**src/rtl/codec_init_sequencer.sv**
```systemverilog
// rtl/codec_init_sequencer.sv - walks a config table and issues one I2C write per entry
module codec_init_sequencer #(
  parameter int NUM_ENTRIES    = 11,
  parameter int IDX_W          = 4,
  parameter int GAP_CYCLES     = 16,
  parameter int TIMEOUT_CYCLES = 4096
) (
  input  logic             clk,
  input  logic             reset,
  input  logic             start,
  output logic [IDX_W-1:0] entry_index,
  input  logic [6:0]       entry_addr,
  input  logic [7:0]       entry_data,
  input  logic             i2c_ready,
  output logic             i2c_enable,
  output logic             i2c_mode,
  output logic [6:0]       i2c_periph_addr,
  output logic [7:0]       i2c_input_byte,
  output logic             busy,
  output logic             done,
  output logic             error
);

  // Counter widths never drop below one bit so GAP_CYCLES=0 or TIMEOUT_CYCLES=1 still elaborate.
  localparam int GAP_W = (GAP_CYCLES > 1) ? $clog2(GAP_CYCLES) : 1;
  localparam int TO_W  = (TIMEOUT_CYCLES > 1) ? $clog2(TIMEOUT_CYCLES) : 1;

  localparam logic [IDX_W-1:0] LAST_IDX = IDX_W'(NUM_ENTRIES - 1);
  localparam logic [GAP_W-1:0] GAP_LAST = GAP_W'((GAP_CYCLES > 0) ? GAP_CYCLES - 1 : 0);
  localparam logic [TO_W-1:0]  TO_LAST  = TO_W'((TIMEOUT_CYCLES > 0) ? TIMEOUT_CYCLES - 1 : 0);

  typedef enum logic [2:0] {
    ST_IDLE,
    ST_FETCH,
    ST_ISSUE,
    ST_WAIT_ACCEPT,
    ST_WAIT_DONE,
    ST_GAP,
    ST_DONE,
    ST_ERROR
  } state_t;

  state_t             state_q, state_d;
  logic [IDX_W-1:0]   idx_q, idx_d;
  logic [6:0]         addr_q, addr_d;
  logic [7:0]         byte_q, byte_d;
  logic               issue_q, issue_d;
  logic [GAP_W-1:0]   gap_cnt_q, gap_cnt_d;
  logic [TO_W-1:0]    to_cnt_q, to_cnt_d;

  // State and datapath registers; reset returns everything to the idle picture.
  always_ff @(posedge clk or negedge reset) begin
    if (!reset) begin
      state_q   <= ST_IDLE;
      idx_q     <= '0;
      addr_q    <= '0;
      byte_q    <= '0;
      issue_q   <= 1'b0;
      gap_cnt_q <= '0;
      to_cnt_q  <= '0;
    end else begin
      state_q   <= state_d;
      idx_q     <= idx_d;
      addr_q    <= addr_d;
      byte_q    <= byte_d;
      issue_q   <= issue_d;
      gap_cnt_q <= gap_cnt_d;
      to_cnt_q  <= to_cnt_d;
    end
  end

  // Next-state logic: one table entry per FETCH..WAIT_DONE pass, GAP between entries.
  always_comb begin
    state_d   = state_q;
    idx_d     = idx_q;
    addr_d    = addr_q;
    byte_d    = byte_q;
    issue_d   = issue_q;
    gap_cnt_d = gap_cnt_q;
    to_cnt_d  = to_cnt_q;

    case (state_q)
      ST_IDLE, ST_DONE, ST_ERROR: begin
        if (start) begin
          idx_d   = '0;
          state_d = ST_FETCH;
        end
      end

      // The table is combinational on entry_index, so one clock is enough to latch it.
      ST_FETCH: begin
        addr_d  = entry_addr;
        byte_d  = entry_data;
        issue_d = 1'b0;
        state_d = ST_ISSUE;
      end

      // issue_q marks the second enable clock.
      ST_ISSUE: begin
        if (issue_q) begin
          to_cnt_d = '0;
          state_d  = ST_WAIT_ACCEPT;
        end else begin
          issue_d = 1'b1;
        end
      end

      // Ready dropping wins over a timeout landing on the same clock.
      ST_WAIT_ACCEPT: begin
        if (!i2c_ready) begin
          to_cnt_d = '0;
          state_d  = ST_WAIT_DONE;
        end else if (to_cnt_q == TO_LAST) begin
          state_d = ST_ERROR;
        end else begin
          to_cnt_d = to_cnt_q + 1'b1;
        end
      end

      ST_WAIT_DONE: begin
        if (i2c_ready) begin
          if (idx_q >= LAST_IDX) begin
            state_d = ST_DONE;
          end else if (GAP_CYCLES == 0) begin
            idx_d   = idx_q + 1'b1;
            state_d = ST_FETCH;
          end else begin
            gap_cnt_d = '0;
            state_d   = ST_GAP;
          end
        end else if (to_cnt_q == TO_LAST) begin
          state_d = ST_ERROR;
        end else begin
          to_cnt_d = to_cnt_q + 1'b1;
        end
      end

      ST_GAP: begin
        if (gap_cnt_q == GAP_LAST) begin
          idx_d   = idx_q + 1'b1;
          state_d = ST_FETCH;
        end else begin
          gap_cnt_d = gap_cnt_q + 1'b1;
        end
      end

      default: state_d = ST_IDLE;
    endcase
  end

  // Outputs decode straight from state so reset clears them without waiting for a clock.
  always_comb begin
    i2c_enable      = (state_q == ST_ISSUE);
    i2c_mode        = 1'b1;
    busy            = (state_q == ST_FETCH) || (state_q == ST_ISSUE) ||
                      (state_q == ST_WAIT_ACCEPT) || (state_q == ST_WAIT_DONE) ||
                      (state_q == ST_GAP);
    done            = (state_q == ST_DONE);
    error           = (state_q == ST_ERROR);
    entry_index     = idx_q;
    i2c_periph_addr = addr_q;
    i2c_input_byte  = byte_q;
  end

endmodule

```
**config.mk**
```make
export PLATFORM = sky130hd
export DESIGN_NAME = codec_init_sequencer
export DESIGN_NICKNAME = d
export VERILOG_FILES = /design/src/rtl/codec_init_sequencer.sv
export SDC_FILE = /design/constraint.sdc
export NUM_CORES = 1
export LEC_CHECK = 0
export CORE_ASPECT_RATIO = 2
export CORE_UTILIZATION = 40
export CTS_CLUSTER_DIAMETER = 40
export DETAILED_ROUTE_END_ITERATION = 6
export PLACE_DENSITY = 0.76
export SYNTH_ARGS = -nofsm -noshare
export SYNTH_HDL_FRONTEND = slang
export SYNTH_SLANG_ARGS = --single-unit
```
**constraint.sdc**
```tcl
create_clock -name clk -period 4.7 [get_ports clk]
set_input_delay 0.94 -clock clk [delete_from_list [all_inputs] [get_ports clk]]
set_output_delay 0.94 -clock clk [all_outputs]
set_load 0.05 [all_outputs]
```
-- Yosys cells after proc, flatten, opt, wreduce, memory -nomap -nowiden
Cells that the tools add are included.
- bits in registers: 39
- bits in latches: 0
- RAM bits: 0
- bits in read-only memories: 0
- input port bits: 19
- output and inout bits: 24
- word-level logic and storage cells: 62
- memories kept: 0
- add/sub/neg operators: 3
- $mul: 0
- div/mod/pow operators: 0
- order comparisons: 1
- equal/unequal tests: 16
- shifts and indexed selects: 0
- multiplexer cells: 21
- bitwise logic cells: 0
- reductions and logical operators: 14
- operator list (kind ; number):
    two-way mux 12 bit ; 4
    one-hot mux 12 bit (3 select lines) ; 1
    two-way mux 4 bit ; 5
    two-way mux 3 bit ; 6
    one-hot mux 3 bit (6 select lines) ; 1
    one-hot mux 4 bit (2 select lines) ; 2
    adder 12 x 1 -> 12 bit, second input constant ; 1
    == test 12 bit, second input constant ; 1
    == test 3 bit, second input constant ; 4
    != test 2 bit, second input constant ; 6
    AND reduction 3 bit ; 3
    adder 4 x 1 -> 4 bit, second input constant ; 2
    == test 3 x 2 -> 1 bit, second input constant ; 2
    nonzero test 2 bit ; 3
    == test 4 bit, second input constant ; 1
    greater-or-equal comparator 4 bit, second input constant ; 1
    logical OR 1 bit ; 4
    AND reduction 4 bit ; 1
    == test 3 x 1 -> 1 bit, second input constant ; 1
    zero test 3 bit ; 1
    nonzero test 3 bit ; 1
    OR reduction 3 bit ; 1
    two-way mux 2 bit ; 1
    != test 2 x 1 -> 1 bit, second input constant ; 1
    one-hot mux 1 bit (2 select lines) ; 1

-- Longest topological paths before layout
- word-level depth: 5
- mapped depth: 6

-- Worst setup path before layout
No wires, ideal clock.
- kind: reg2out
- start: register state_q[0]
- end: output done
- arrival: 1.905 ns
- required time: 3.760 ns
- path slack: 1.855 ns
- cell stages (with the launch flop): 4
- path buffers: 2
- cell sequence: dfrtp_1 buf_2 clkbuf_1 nor3b_1
- word-level cells in the longest chain between the ends: 1
- RTL lines (item ; RTL line ; RTL):
    start, declared ; 43 ; state_t state_q, state_d;
    start signal, assigned ; 62 ; state_q <= state_d;
    == test 3 bit ; 158 ; done = (state_q == ST_DONE);
    end, declared ; 20 ; output logic done,
Every way passes these cells.

-- Worst setup path in the final report
- start: register state_q[2]
- end: output done
Same word-level chain as after synthesis.

==> impl_metrics.tcl <==
set metrics [dict create \
    status "finished, final reports clean" \
    p_int_mw 1.01 \
    path_cells "inv_1, nor3b_1, clkdlybuf4s50_1" \
    p_comb_frac 0.527 \
    dieArea_sq_um 5590 \
    syn2layout_area_growth_pct 26.3 \
    tns_ns 0 \
    clockBufferDepth 2 \
    path_clk_slew_ns 0.07 \
    fmax_mhz 322 \
    power_frac_seq 0.317 \
    yosysSeqAreaShare 0.462 \
    design_area_sq_um 2670 \
    grtUsageTotal 0.188 \
    ctsResizeCount 0 \
    rsz0062_at_grt "false" \
    synthArstFlopShare 1.00 \
    coreArea_sq_um 5090 \
    switchingPower_mw 0.836 \
    slew_viol_final 0 \
    drt_iter0_drc 62 \
    worstReg2RegEnd "i2c_periph_addr[5]" \
    clock_latency_ns 0.29 \
    yosys_warnings 0 \
    cp.arrival_ns 2.16 \
    initial_core_util 0.414 \
    rows 37 \
    cts_setup_buffers 0 \
    grt_max_degree 40 \
    nNetsFinal 267 \
    synth_area_leaders "dfrtp_1 (46%), mux2_2 (8.0%), a21oi_1 (2.6%), ha_1 (2.4%), nand3_1 (2.4%)" \
    avgSynthCellArea_sq_um 10.3 \
    synth_area_sq_um 2110 \
    critPathMaxStageDelay_ns 0.85 \
    crit_start "state_q[2]" \
    grt_pass1_wl_microns 7870 \
    required_ns 3.76 \
    antenna_cells 0 \
    post-route-period-util 0.660 \
    yosysMostFrequentCell "dfrtp_1" \
    numCtsBuffers 5 \
    layout-drive-gt1-share 0.122 \
    p_leak_nw 1.11 \
    swShare 0.453 \
    endpoint "done" \
    finalSetupViolations 0 \
    period_needed_ns 3.10 \
    cts_hold_buffers 0 \
    grt.overflow.total 0 \
    drc 0 \
    cts_tree "yes" \
    wl_per_cell_microns 15.5 \
    wl_microns 4710 \
    synth_nets 228 \
    viasPerCell 5.93 \
    slew_headroom 0.413 \
    path_max_fanout 18 \
    drtPass1Iterations 4 \
    cp_slowest_cell "clkdlybuf4s50_1" \
    powerDensity_nw_per_um2 693 \
    post-synth-top-area-cell "dfrtp_1" \
    hold_class "register to register" \
    antenna_found_initial 0 \
    die_h_microns 105 \
    synth_common_cells "dfrtp_1 (39), mux2_2 (15), nand2_1 (12)" \
    final_antenna_net_count 0 \
    cp-end-kind "output pin" \
    synth_cell_types 53 \
    io_buffer_count 41 \
    globalplace.congestion 0.876 \
    synth_top_area_frac 0.462 \
    fillers 473 \
    final-hold-violation-count 0 \
    io_pins 43 \
    fin_skew_ns 0.00276 \
    synth-main-ff-cell "dfrtp_1" \
    cp-start-kind "register" \
    clockRootBuffer "clkbuf_8" \
    synth-edff-count 0 \
    synth_seq_cells 39 \
    htreeDepth 2 \
    reg2reg_depth 4 \
    pwr-share-clk 0.156 \
    cts_sinks 39 \
    r2r-start "state_q[0]" \
    worst_pin_slew_ns 0.877 \
    synthCells 205 \
    place_area_sq_um 2550 \
    cap_violations 0 \
    ir_worst_vdd_v 0.000587 \
    r2r_slack_ns 2.30 \
    hpwlAfterDp_microns 3480 \
    grt_pass1_vias 1760 \
    crit_type "register to output pin" \
    die_w_microns 53.4 \
    via_count 1797 \
]
## sequential cells by signal, summed over array words and instances (netlist names)
register         cells
gap_cnt_q            4
i2c_periph_addr      7
state_q              3
entry_index          4
to_cnt_q            12
issue_q              1
i2c_input_byte       8
## cells in the final DEF (no fill, tap or decap), types with 4 or more instances in the layout
master	synthesis	layout
mux2_2	15	15
nand3_1	10	10
dfrtp_1	39	39
ha_1	4	4
clkdlybuf4s50_1	0	40
nand2_1	12	12
inv_1	7	7
a21oi_1	11	11
nor2b_1	5	5
o31ai_1	6	6
nor3b_1	4	4
clkbuf_8	0	6
nor3_1	5	5
o21ai_0	8	8
and3_1	5	5
nor2_1	7	7
nand4_1	4	4
## worst max-delay path, delay by kind of cell, from the launching register on
| kind | cells | cell delay, ns |
|---|---|---|
| and+or+nand+nor | 1 | 0.22 |
| DFF | 1 | 0.64 |
| buffers and inverters | 2 | 1.01 |
## power groups by stage
stage / sequential [mW] / clock (mW) / combinational (mW)
floorplan: 0.781 / 0 / 0.501
global placement: 0.583 / 0 / 0.969
detailed placement: 0.592 / 0 / 0.977
CTS: 0.585 / 0.298 / 0.980
global route: 0.606 / 0.309 / 1.04
finish: 0.586 / 0.288 / 0.973
## worst min-delay path by stage
stage                       startpoint                  to  slack [ns]  depth (start not counted)
floorplan                 gap_cnt_q[0]        gap_cnt_q[0]        0.49                          1
global placement     i2c_input_byte[7]   i2c_input_byte[7]        0.49                          1
detailed placement  i2c_periph_addr[2]  i2c_periph_addr[2]        0.49                          1
CTS                 i2c_periph_addr[2]  i2c_periph_addr[2]        0.51                          1
global route         i2c_input_byte[7]   i2c_input_byte[7]        0.53                          1
finish              i2c_periph_addr[2]  i2c_periph_addr[2]        0.51                          1
## routing by layer
layer,global-route usage,vias to the layer above,wire length [microns]
met1,0.208,896,1780
met2,0.321,41,2640
met5,0,-,0
met4,0.111,0,163
li1,-,847,-
met3,0.0247,13,123
## metrics by stage
step / worst slack [ns] / power [mW] / hold WS [ns] / cells / utilization
3_5_place_dp: 1.94 / 1.57 / 0.494 / 295 / 0.500
2_1_floorplan: 1.86 / 1.28 / 0.488 / 205 / -
4_1_cts: 1.60 / 1.86 / 0.512 / 303 / 0.523
6_report: 1.60 / 1.85 / 0.509 / 303 / 0.523
5_1_grt: 1.47 / 1.95 / 0.528 / 303 / 0.523
3_3_place_gp: 1.95 / 1.55 / 0.488 / 295 / 0.500
## cells by family (layout without fill, tap and decap cells)
logic type | after synthesis | count (layout) | share of synthesized area
AOI/OAI and AO/OA | 52 | 52 | 0.171
adders and majority gates | 4 | 4 | 0.0237
buffers and inverters | 17 | 57 | 0.0356
xor gates and xnor gates | 1 | 1 | 0.00415
other | 1 | 1 | 0.00178
DFF | 39 | 39 | 0.462
and+or+nand+nor | 73 | 73 | 0.206
muxes | 18 | 18 | 0.0954
## final cells by class
type	instances	area (sq um)	area share
tap	58	72.6	0.0272
clock inverter	2	35.0	0.0131
clock buffer	6	82.6	0.0310
timing repair buffer	42	413	0.155
inverter	7	26.3	0.00986
sequential	39	976	0.366
multi-input combinational	149	1060	0.398
Power figures use the tool's default switching activity.
